[src/rtl/fetch_unit_pkg.sv]
// Shared sizing constants, fetch state encoding and address helpers for the
// instruction fetch unit and its program loader.
package fetch_unit_pkg;

    localparam int MEM_DEPTH = 256;
    localparam int ADDR_W    = 14;
    localparam int DATA_W    = 19;

    localparam logic [ADDR_W-1:0] RESET_PC   = '0;
    localparam logic [ADDR_W-1:0] DEPTH_ADDR = ADDR_W'(MEM_DEPTH);
    localparam logic [ADDR_W-1:0] LAST_ADDR  = ADDR_W'(MEM_DEPTH - 1);

    typedef enum logic [1:0] {
        IDLE = 2'd0,
        LOAD = 2'd1,
        RUN  = 2'd2,
        HALT = 2'd3
    } fetch_state_e;

    // Sequential successor of a fetch address, wrapping at the top of memory.
    function automatic logic [ADDR_W-1:0] pc_inc(input logic [ADDR_W-1:0] pc);
        logic [ADDR_W-1:0] nxt;
        nxt = pc + ADDR_W'(1);
        if (pc >= LAST_ADDR) begin
            nxt = '0;
        end
        return nxt;
    endfunction

    function automatic logic [ADDR_W-1:0] addr_wrap(input logic [ADDR_W-1:0] addr);
        return addr % DEPTH_ADDR;
    endfunction

endpackage

[src/rtl/fetch_unit_loader.sv]
// Program-load address counter: produces the memory write strobe and flags
// load streams that run past the end of instruction memory.
module fetch_unit_loader
    import fetch_unit_pkg::*;
(
    input  logic              clk,
    input  logic              rst,
    input  logic              enter_i,
    input  logic              active_i,
    input  logic              load_valid_i,
    output logic              we_o,
    output logic [ADDR_W-1:0] count_o,
    output logic              ovf_o
);

    logic [ADDR_W-1:0] count_q, count_d;
    logic              ovf_q, ovf_d;
    logic              full;

    assign full = (count_q == DEPTH_ADDR);

    // Reset gates the strobe directly so a reset cycle can never write memory.
    assign we_o = active_i & load_valid_i & ~full & ~rst;

    always_comb begin
        count_d = count_q;
        ovf_d   = ovf_q;
        if (enter_i) begin
            count_d = '0;
            ovf_d   = 1'b0;
        end else if (active_i && load_valid_i) begin
            if (full) begin
                ovf_d = 1'b1;
            end else begin
                count_d = count_q + ADDR_W'(1);
            end
        end
    end

    always_ff @(posedge clk) begin
        if (rst) begin
            count_q <= '0;
            ovf_q   <= 1'b0;
        end else begin
            count_q <= count_d;
            ovf_q   <= ovf_d;
        end
    end

    assign count_o = count_q;
    assign ovf_o   = ovf_q;

endmodule

[src/rtl/fetch_unit.sv]
// Program counter and fetch sequencer in front of the 256 x 19-bit instruction
// memory: streams programs in (LOAD) and presents sequential instructions (RUN).
module fetch_unit
    import fetch_unit_pkg::*;
(
    input  logic              clk,
    input  logic              rst,
    input  logic              load_start,
    input  logic              load_valid,
    input  logic [DATA_W-1:0] load_data,
    input  logic              load_last,
    input  logic              start,
    input  logic              stall,
    input  logic              branch_taken,
    input  logic [ADDR_W-1:0] branch_target,
    input  logic              halt_req,
    input  logic [DATA_W-1:0] outIM,
    output logic              we_IM,
    output logic [DATA_W-1:0] dataIM,
    output logic [ADDR_W-1:0] addIM,
    output logic [DATA_W-1:0] instr,
    output logic [ADDR_W-1:0] instr_pc,
    output logic              instr_valid,
    output logic [ADDR_W-1:0] load_count,
    output logic              load_ovf,
    output logic              running,
    output logic              halted
);

    fetch_state_e      state_q, state_d;
    logic [ADDR_W-1:0] pc_q, pc_d;
    logic              pendValid_q, pendValid_d;
    logic              loadEnter;
    logic              accepted;
    logic [ADDR_W-1:0] targetWrapped;
    logic [ADDR_W-1:0] pcNext;

    fetch_unit_loader u_loader (
        .clk          (clk),
        .rst          (rst),
        .enter_i      (loadEnter),
        .active_i     (state_q == LOAD),
        .load_valid_i (load_valid),
        .we_o         (we_IM),
        .count_o      (load_count),
        .ovf_o        (load_ovf)
    );

    assign targetWrapped = addr_wrap(branch_target);
    assign pcNext        = pc_inc(pc_q);
    assign accepted      = (state_q == RUN) & pendValid_q & ~stall & ~branch_taken;

    assign dataIM   = load_data;
    assign instr    = outIM;
    assign instr_pc = pc_q;
    assign running  = (state_q == RUN);
    assign halted   = (state_q == HALT);

    // addIM is combinational so the registered memory returns the next word
    // exactly when the fetch sequencer advances: one instruction per cycle.
    always_comb begin
        state_d     = state_q;
        pc_d        = pc_q;
        pendValid_d = 1'b0;
        addIM       = pc_q;
        instr_valid = 1'b0;
        loadEnter   = 1'b0;

        case (state_q)
            IDLE, HALT: begin
                if (load_start) begin
                    state_d   = LOAD;
                    loadEnter = 1'b1;
                end else if (start) begin
                    state_d = RUN;
                    pc_d    = RESET_PC;
                end
            end

            LOAD: begin
                addIM = load_count;
                if (load_valid && load_last) begin
                    state_d = IDLE;
                end
            end

            RUN: begin
                instr_valid = pendValid_q;
                pendValid_d = 1'b1;
                if (branch_taken) begin
                    addIM = targetWrapped;
                    pc_d  = targetWrapped;
                end else if (!pendValid_q) begin
                    addIM = pc_q;
                end else if (stall) begin
                    addIM = pc_q;
                end else begin
                    addIM = pcNext;
                    pc_d  = pcNext;
                end
                if (accepted && halt_req) begin
                    state_d     = HALT;
                    pendValid_d = 1'b0;
                end
            end

            default: begin
                state_d = IDLE;
            end
        endcase
    end

    always_ff @(posedge clk) begin
        if (rst) begin
            state_q     <= IDLE;
            pc_q        <= RESET_PC;
            pendValid_q <= 1'b0;
        end else begin
            state_q     <= state_d;
            pc_q        <= pc_d;
            pendValid_q <= pendValid_d;
        end
    end

endmodule

[config.mk]
export PLATFORM = sky130hd
export DESIGN_NAME = fetch_unit
export DESIGN_NICKNAME = d
export VERILOG_FILES = /design/src/rtl/fetch_unit_pkg.sv /design/src/rtl/fetch_unit_loader.sv /design/src/rtl/fetch_unit.sv
export SDC_FILE = /design/constraint.sdc
export NUM_CORES = 1
export LEC_CHECK = 0
export CAP_MARGIN = 10
export CORE_MARGIN = 5
export CORE_UTILIZATION = 30
export DETAILED_ROUTE_END_ITERATION = 10
export PLACE_DENSITY = 0.78
export REMOVE_ABC_BUFFERS = 1
export SETUP_SLACK_MARGIN = 0.5
export SYNTH_ARGS = -nofsm -noshare
export SYNTH_HDL_FRONTEND = slang
export SYNTH_SLANG_ARGS = --single-unit
[constraint.sdc]
create_clock -name clk -period 1.8 [get_ports clk]
set_input_delay 0.36 -clock clk [delete_from_list [all_inputs] [get_ports clk]]
set_output_delay 0.36 -clock clk [all_outputs]
set_load 0.01 [all_outputs]
Yosys cells after proc, flatten, opt, wreduce, memory -nomap -nowiden
Cells that the tools add are included.
{"block": "word_totals", "reg_bits": 32, "latch_bits": 0, "ram_bits": 0, "rom_bits": 0, "inputBits": 61, "out_inout_bits": 85, "wordCells": 57, "memories": 0}
{"block": "op_classes", "n_addsub": 2, "multipliers": 0, "div_mod_pow": 0, "magnitude_cmp": 1, "n_eq_ne": 9, "n_shift": 0, "n_mux": 17, "n_bitwise": 11, "reduce_logical": 12}
{"op": "14-bit two-way mux", "count": 6}
{"op": "14-bit case mux with 2 select lines", "count": 2}
{"op": "14-bit by 1-bit adder with 14-bit output, second input constant", "count": 2}
{"op": "14-bit by 9-bit equality test with 1-bit output, second input constant", "count": 1}
{"op": "14-bit by 8-bit greater-or-equal comparator with 1-bit output, second input constant", "count": 1}
{"op": "2-bit two-way mux", "count": 4}
{"op": "1-bit AND", "count": 6}
{"op": "2-bit inequality test, second input constant", "count": 3}
{"op": "2-bit case mux with 3 select lines", "count": 1}
{"op": "3-bit AND reduction", "count": 2}
{"op": "2-bit OR reduction", "count": 3}
{"op": "1-bit inverter", "count": 5}
{"op": "2-bit equality test, second input constant", "count": 2}
{"op": "1-bit two-way mux", "count": 4}
{"op": "2-bit AND reduction", "count": 2}
{"op": "1-bit logical AND", "count": 3}
{"op": "3-bit inequality test, second input constant", "count": 1}
{"op": "2-bit by 1-bit equality test with 1-bit output, second input constant", "count": 1}
{"op": "2-bit zero test", "count": 1}
{"op": "2-bit by 1-bit inequality test with 1-bit output, second input constant", "count": 1}
{"op": "2-bit nonzero test", "count": 1}

Depth between registers and ports, before layout
{"block": "depth", "depth_word": 7, "mapped_depth": 9, "mapped_depth_nobuf": 7}

By module
Synthesis repeated with hierarchy kept, for this count alone.
{"block": "hier_totals", "hier_cells": 318, "area_unflattened_um2": 2473.6}
{"module": "fetch_unit", "instances": 1, "cells_each": 228, "area_per_inst_um2": 1699.1, "seq_area_each_um2": 340.3}
{"module": "fetch_unit_loader", "instances": 1, "cells_each": 90, "area_per_inst_um2": 774.5, "seq_area_each_um2": 300.3}

Worst setup path before layout
No wires, ideal clock.
{"block": "synth_timing", "path_type": "reg2out", "start": "reg pc_q[0] (netlist: instr_pc[0])", "end": "out addIM[3]", "arrival_time_ns": 1.626, "setup_slack_ns": -0.186, "stages_incl_launch_ff": 7, "path_buffers": 0, "cell_sequence": "dfxtp_1 ha_1 nand3_1 nor2_1 nor3_2 a2111oi_2 o21ai_1"}
{"block": "synth_between", "elab_chain_cells": 6, "word_cells_on_any_way": 7, "cone_classes": "1 x add/sub; 1 x order compare; 5 x mux"}
{"element": "start: declaration", "line": "fetch_unit.sv:31", "rtl": "logic [ADDR_W-1:0] pc_q, pc_d;"}
{"element": "start signal: assignment", "line": "fetch_unit.sv:120", "rtl": "pc_q <= pc_d;"}
{"element": "14-bit by 1-bit adder with 14-bit output / 14-bit by 8-bit greater-or-equal comparator with 1-bit output (equally long branches)", "line": "fetch_unit_pkg.sv:23, fetch_unit_pkg.sv:24"}
{"element": "14-bit two-way mux (*)", "line": "fetch_unit_pkg.sv:24", "rtl": "if (pc >= LAST_ADDR) begin"}
{"element": "14-bit two-way mux (*) (2 in series)"}
{"element": "14-bit two-way mux (*)", "line": "fetch_unit.sv:90", "rtl": "if (branch_taken) begin"}
{"element": "14-bit case mux with 2 select lines (*)", "line": "fetch_unit.sv:69", "rtl": "case (state_q)"}
{"element": "end: declaration", "line": "fetch_unit.sv:20", "rtl": "output logic [ADDR_W-1:0] addIM,"}
Every way passes the cells marked *; elsewhere a longest branch is shown, timed or not.

Worst setup path in the final report
{"block": "layout_timing", "start": "reg pendValid_q", "end": "out addIM[6]"}
{"block": "layout_between", "elab_chain_cells": 3}
{"element": "start: declaration", "line": "fetch_unit.sv:32", "rtl": "logic pendValid_q, pendValid_d;"}
{"element": "start signal: assignment", "line": "fetch_unit.sv:121", "rtl": "pendValid_q <= pendValid_d;"}
{"element": "14-bit two-way mux"}
{"element": "14-bit two-way mux", "line": "fetch_unit.sv:90"}
{"element": "14-bit case mux with 2 select lines", "line": "fetch_unit.sv:69"}
No other way between the ends.

==> impl_metrics.tcl <==
set metrics [dict create \
    status "complete, but fails checks" \
    violations "negative setup slack" \
    finalNetCount 563 \
    synth_cell_types 60 \
    clk_pin_slew_ps 70 \
    synthFlopType "dfxtp_1" \
    port_buffers 63 \
    report.final.setup_viol 39 \
    fp.coreArea_sq_mm 0.008093 \
    dp_hpwl_mm 7.973 \
    worstPathMaxFanout 4 \
    area_growth_pct 105.7 \
    grt_pass1_wl_mm 19.26 \
    drc_errors 0 \
    grt_max_degree 15 \
    synth_most_common_cell "buf_4" \
    wl_per_cell_um 24.05 \
    insertion_delay_ps 300 \
    die_height_um 100.6 \
    synth_warnings 0 \
    clock_path_buffers 2 \
    clock-sinks 32 \
    dieWidth_um 100.6 \
    max_cap_violations 0 \
    avgViaCountPerCell 5.635 \
    wirelength_mm 14.48 \
    final_max_slew_viol_count 0 \
    cts_tree "done" \
    synth_area_leaders "dfxtp_1, buf_4, nor2_1" \
    crit_path_end_kind "primary output" \
    whs_ps 540.2 \
    clock_skew_ps 2.893 \
    ys_seq_area_frac 0.2603 \
    num_vias 3392 \
    crit_type "reg2out" \
    ant_nets 0 \
    grt_pass1_vias 3315 \
    synth_area_leader_cell "dfxtp_1" \
    rows 33 \
    die-area_sq_mm 0.01012 \
    fin_crit_sh 1.326 \
    avgSynthCellArea_sq_um 7.914 \
    p_leak_nw 2.185 \
    grt_usage 0.2505 \
    ys_ff_latch 32 \
    drive_gt1_frac 0.7002 \
    rrSetupSlack_ps -540 \
    final-hold-violation-count 0 \
    fmax_mhz 418.9 \
    cts_root_buffer "clkbuf_8" \
    yosysTopAreaCellShare 0.2603 \
    slew_headroom 0.7604 \
    min_period_ps 2387 \
    routabilityCongestion 0.9369 \
    cts_max_level 2 \
    start_util 0.3041 \
    yosys-top-cells-count "buf_4, nor2_1, dfxtp_1" \
    syn_area_sq_mm 0.002461 \
    tightest_slew_ps 354.3 \
    overflow 0 \
    required_ps 1440 \
    drt_pre_antenna_iters 4 \
    netlist_instances 311 \
    diodes 0 \
    cp.arrival_ps 2030 \
    rsz0062_at_grt "true" \
    synth-edff-count 0 \
    powerDensity_mw_per_mm2 926.7 \
    cts_buffers 5 \
    fin_tns_setup_ps -10870 \
    min_path_type "reg2reg" \
    antenna_found_initial 0 \
    synthArstFlopShare 0 \
    ir_drop_v 0.0004611 \
    fin_ws_ps -587.3 \
    io_pins 146 \
    first_iter_violations 240 \
    cp-start-kind "flip-flop" \
]
## metrics by stage
step / instances / utilization / worst slack (ps) / instance area, sq um / total power [mW]
2_1_floorplan: 260 / - / -272.1 / 2091 / 1.620
3_3_place_gp: 511 / 0.4310 / -1073 / 3488 / 2.641
3_5_place_dp: 511 / 0.4310 / -1097 / 3488 / 2.662
4_1_cts: 579 / 0.5660 / -497.6 / 4581 / 3.969
5_1_grt: 602 / 0.6255 / -662.2 / 5062 / 4.857
6_report: 602 / 0.6255 / -587.3 / 5062 / 4.691
## flip-flops by register name, summed over array words and instances, names as in the netlist
name              cells
instr_pc             14
state_q               2
u_loader.ovf_o        1
u_loader.count_o     14
pendValid_q           1
## cell families after synthesis
group                      share of synthesized area
adders and majority gates                    0.03050
xor gates and xnor gates                     0.04626
muxes                                        0.01627
buffers and inverters                         0.1734
and+or+nand+nor                               0.2852
AOI/OAI and AO/OA                             0.1881
DFF                                           0.2603
## power breakdown
part	internal, mW	total, mW	switching, mW
Combinational	1.72	3.21	1.49
Clock	0.311	0.621	0.310
Sequential	0.776	0.859	0.0826
## path summary, 6_finish.rpt
kind                          startpoint                          end  depth (start not counted)
max reg2reg       pendValid_q$_SDFF_PP0_     instr_pc[6]$_SDFFE_PP0P_                         15
min reg2reg  u_loader.ovf_o$_SDFFE_PP0P_  u_loader.ovf_o$_SDFFE_PP0P_                          2
min          u_loader.ovf_o$_SDFFE_PP0P_  u_loader.ovf_o$_SDFFE_PP0P_                          2
max               pendValid_q$_SDFF_PP0_                     addIM[6]                          8
## worst max-delay path, cell delays in order (launching register included)
cell	delay (ps)
dfxtp_2	430
nor4b_4	330
buf_4	210
nand4b_1	120
a31oi_2	210
buf_4	140
a211oi_2	30
a21oi_1	110
buf_2	140
## repair_timing
item                       CTS  global route
hold buffers                 0             0
setup endpoints to repair   79            68
resized for setup          387            74
pin swaps                   52            42
buffers inserted            59            23
cloned                       1             0
## placed cells by master (no fill, tap or decap), types with 3 or more instances in the layout
| cell | n |
|---|---|
| dfxtp_4 | 12 |
| xor2_1 | 9 |
| nand2_1 | 19 |
| buf_6 | 102 |
| buf_2 | 26 |
| clkbuf_8 | 6 |
| nand2_4 | 6 |
| a21oi_1 | 12 |
| a2bb2oi_2 | 4 |
| inv_1 | 9 |
| nor2_2 | 5 |
| buf_8 | 4 |
| o21ai_0 | 6 |
| nand3_4 | 5 |
| xnor2_2 | 3 |
| nor2_1 | 25 |
| dfxtp_2 | 18 |
| a211oi_2 | 5 |
| mux2i_1 | 4 |
| clkdlybuf4s50_1 | 14 |
| a21oi_2 | 7 |
| nor3_2 | 4 |
| nand2b_4 | 3 |
| inv_2 | 5 |
| and3_4 | 3 |
| nor2_4 | 3 |
| nand3_1 | 3 |
| o21ai_2 | 5 |
| buf_4 | 78 |
| nand4_1 | 9 |
| nor4_4 | 3 |
| a31oi_2 | 5 |
| ha_4 | 5 |
| nand4b_1 | 3 |
## final cells by class
type                       count  area [sq um]
clock inverter                 1         7.507
fill                         583          3030
multi-input combinational    213          1919
clock buffer                   7         86.33
tap                          105         131.4
sequential                    32         708.2
timing repair buffer         229          2151
inverter                      15         58.81
## per-layer routing
metal / track usage / wire (um) / up-vias
li1: - / - / 1447
met1: 0.2883 / 5161 / 1630
met2: 0.4174 / 6799 / 243
met3: 0.1045 / 1668 / 68
met4: 0.07254 / 766 / 4
met5: 0.07179 / 84 / -
(Power assumes the default switching activity.)
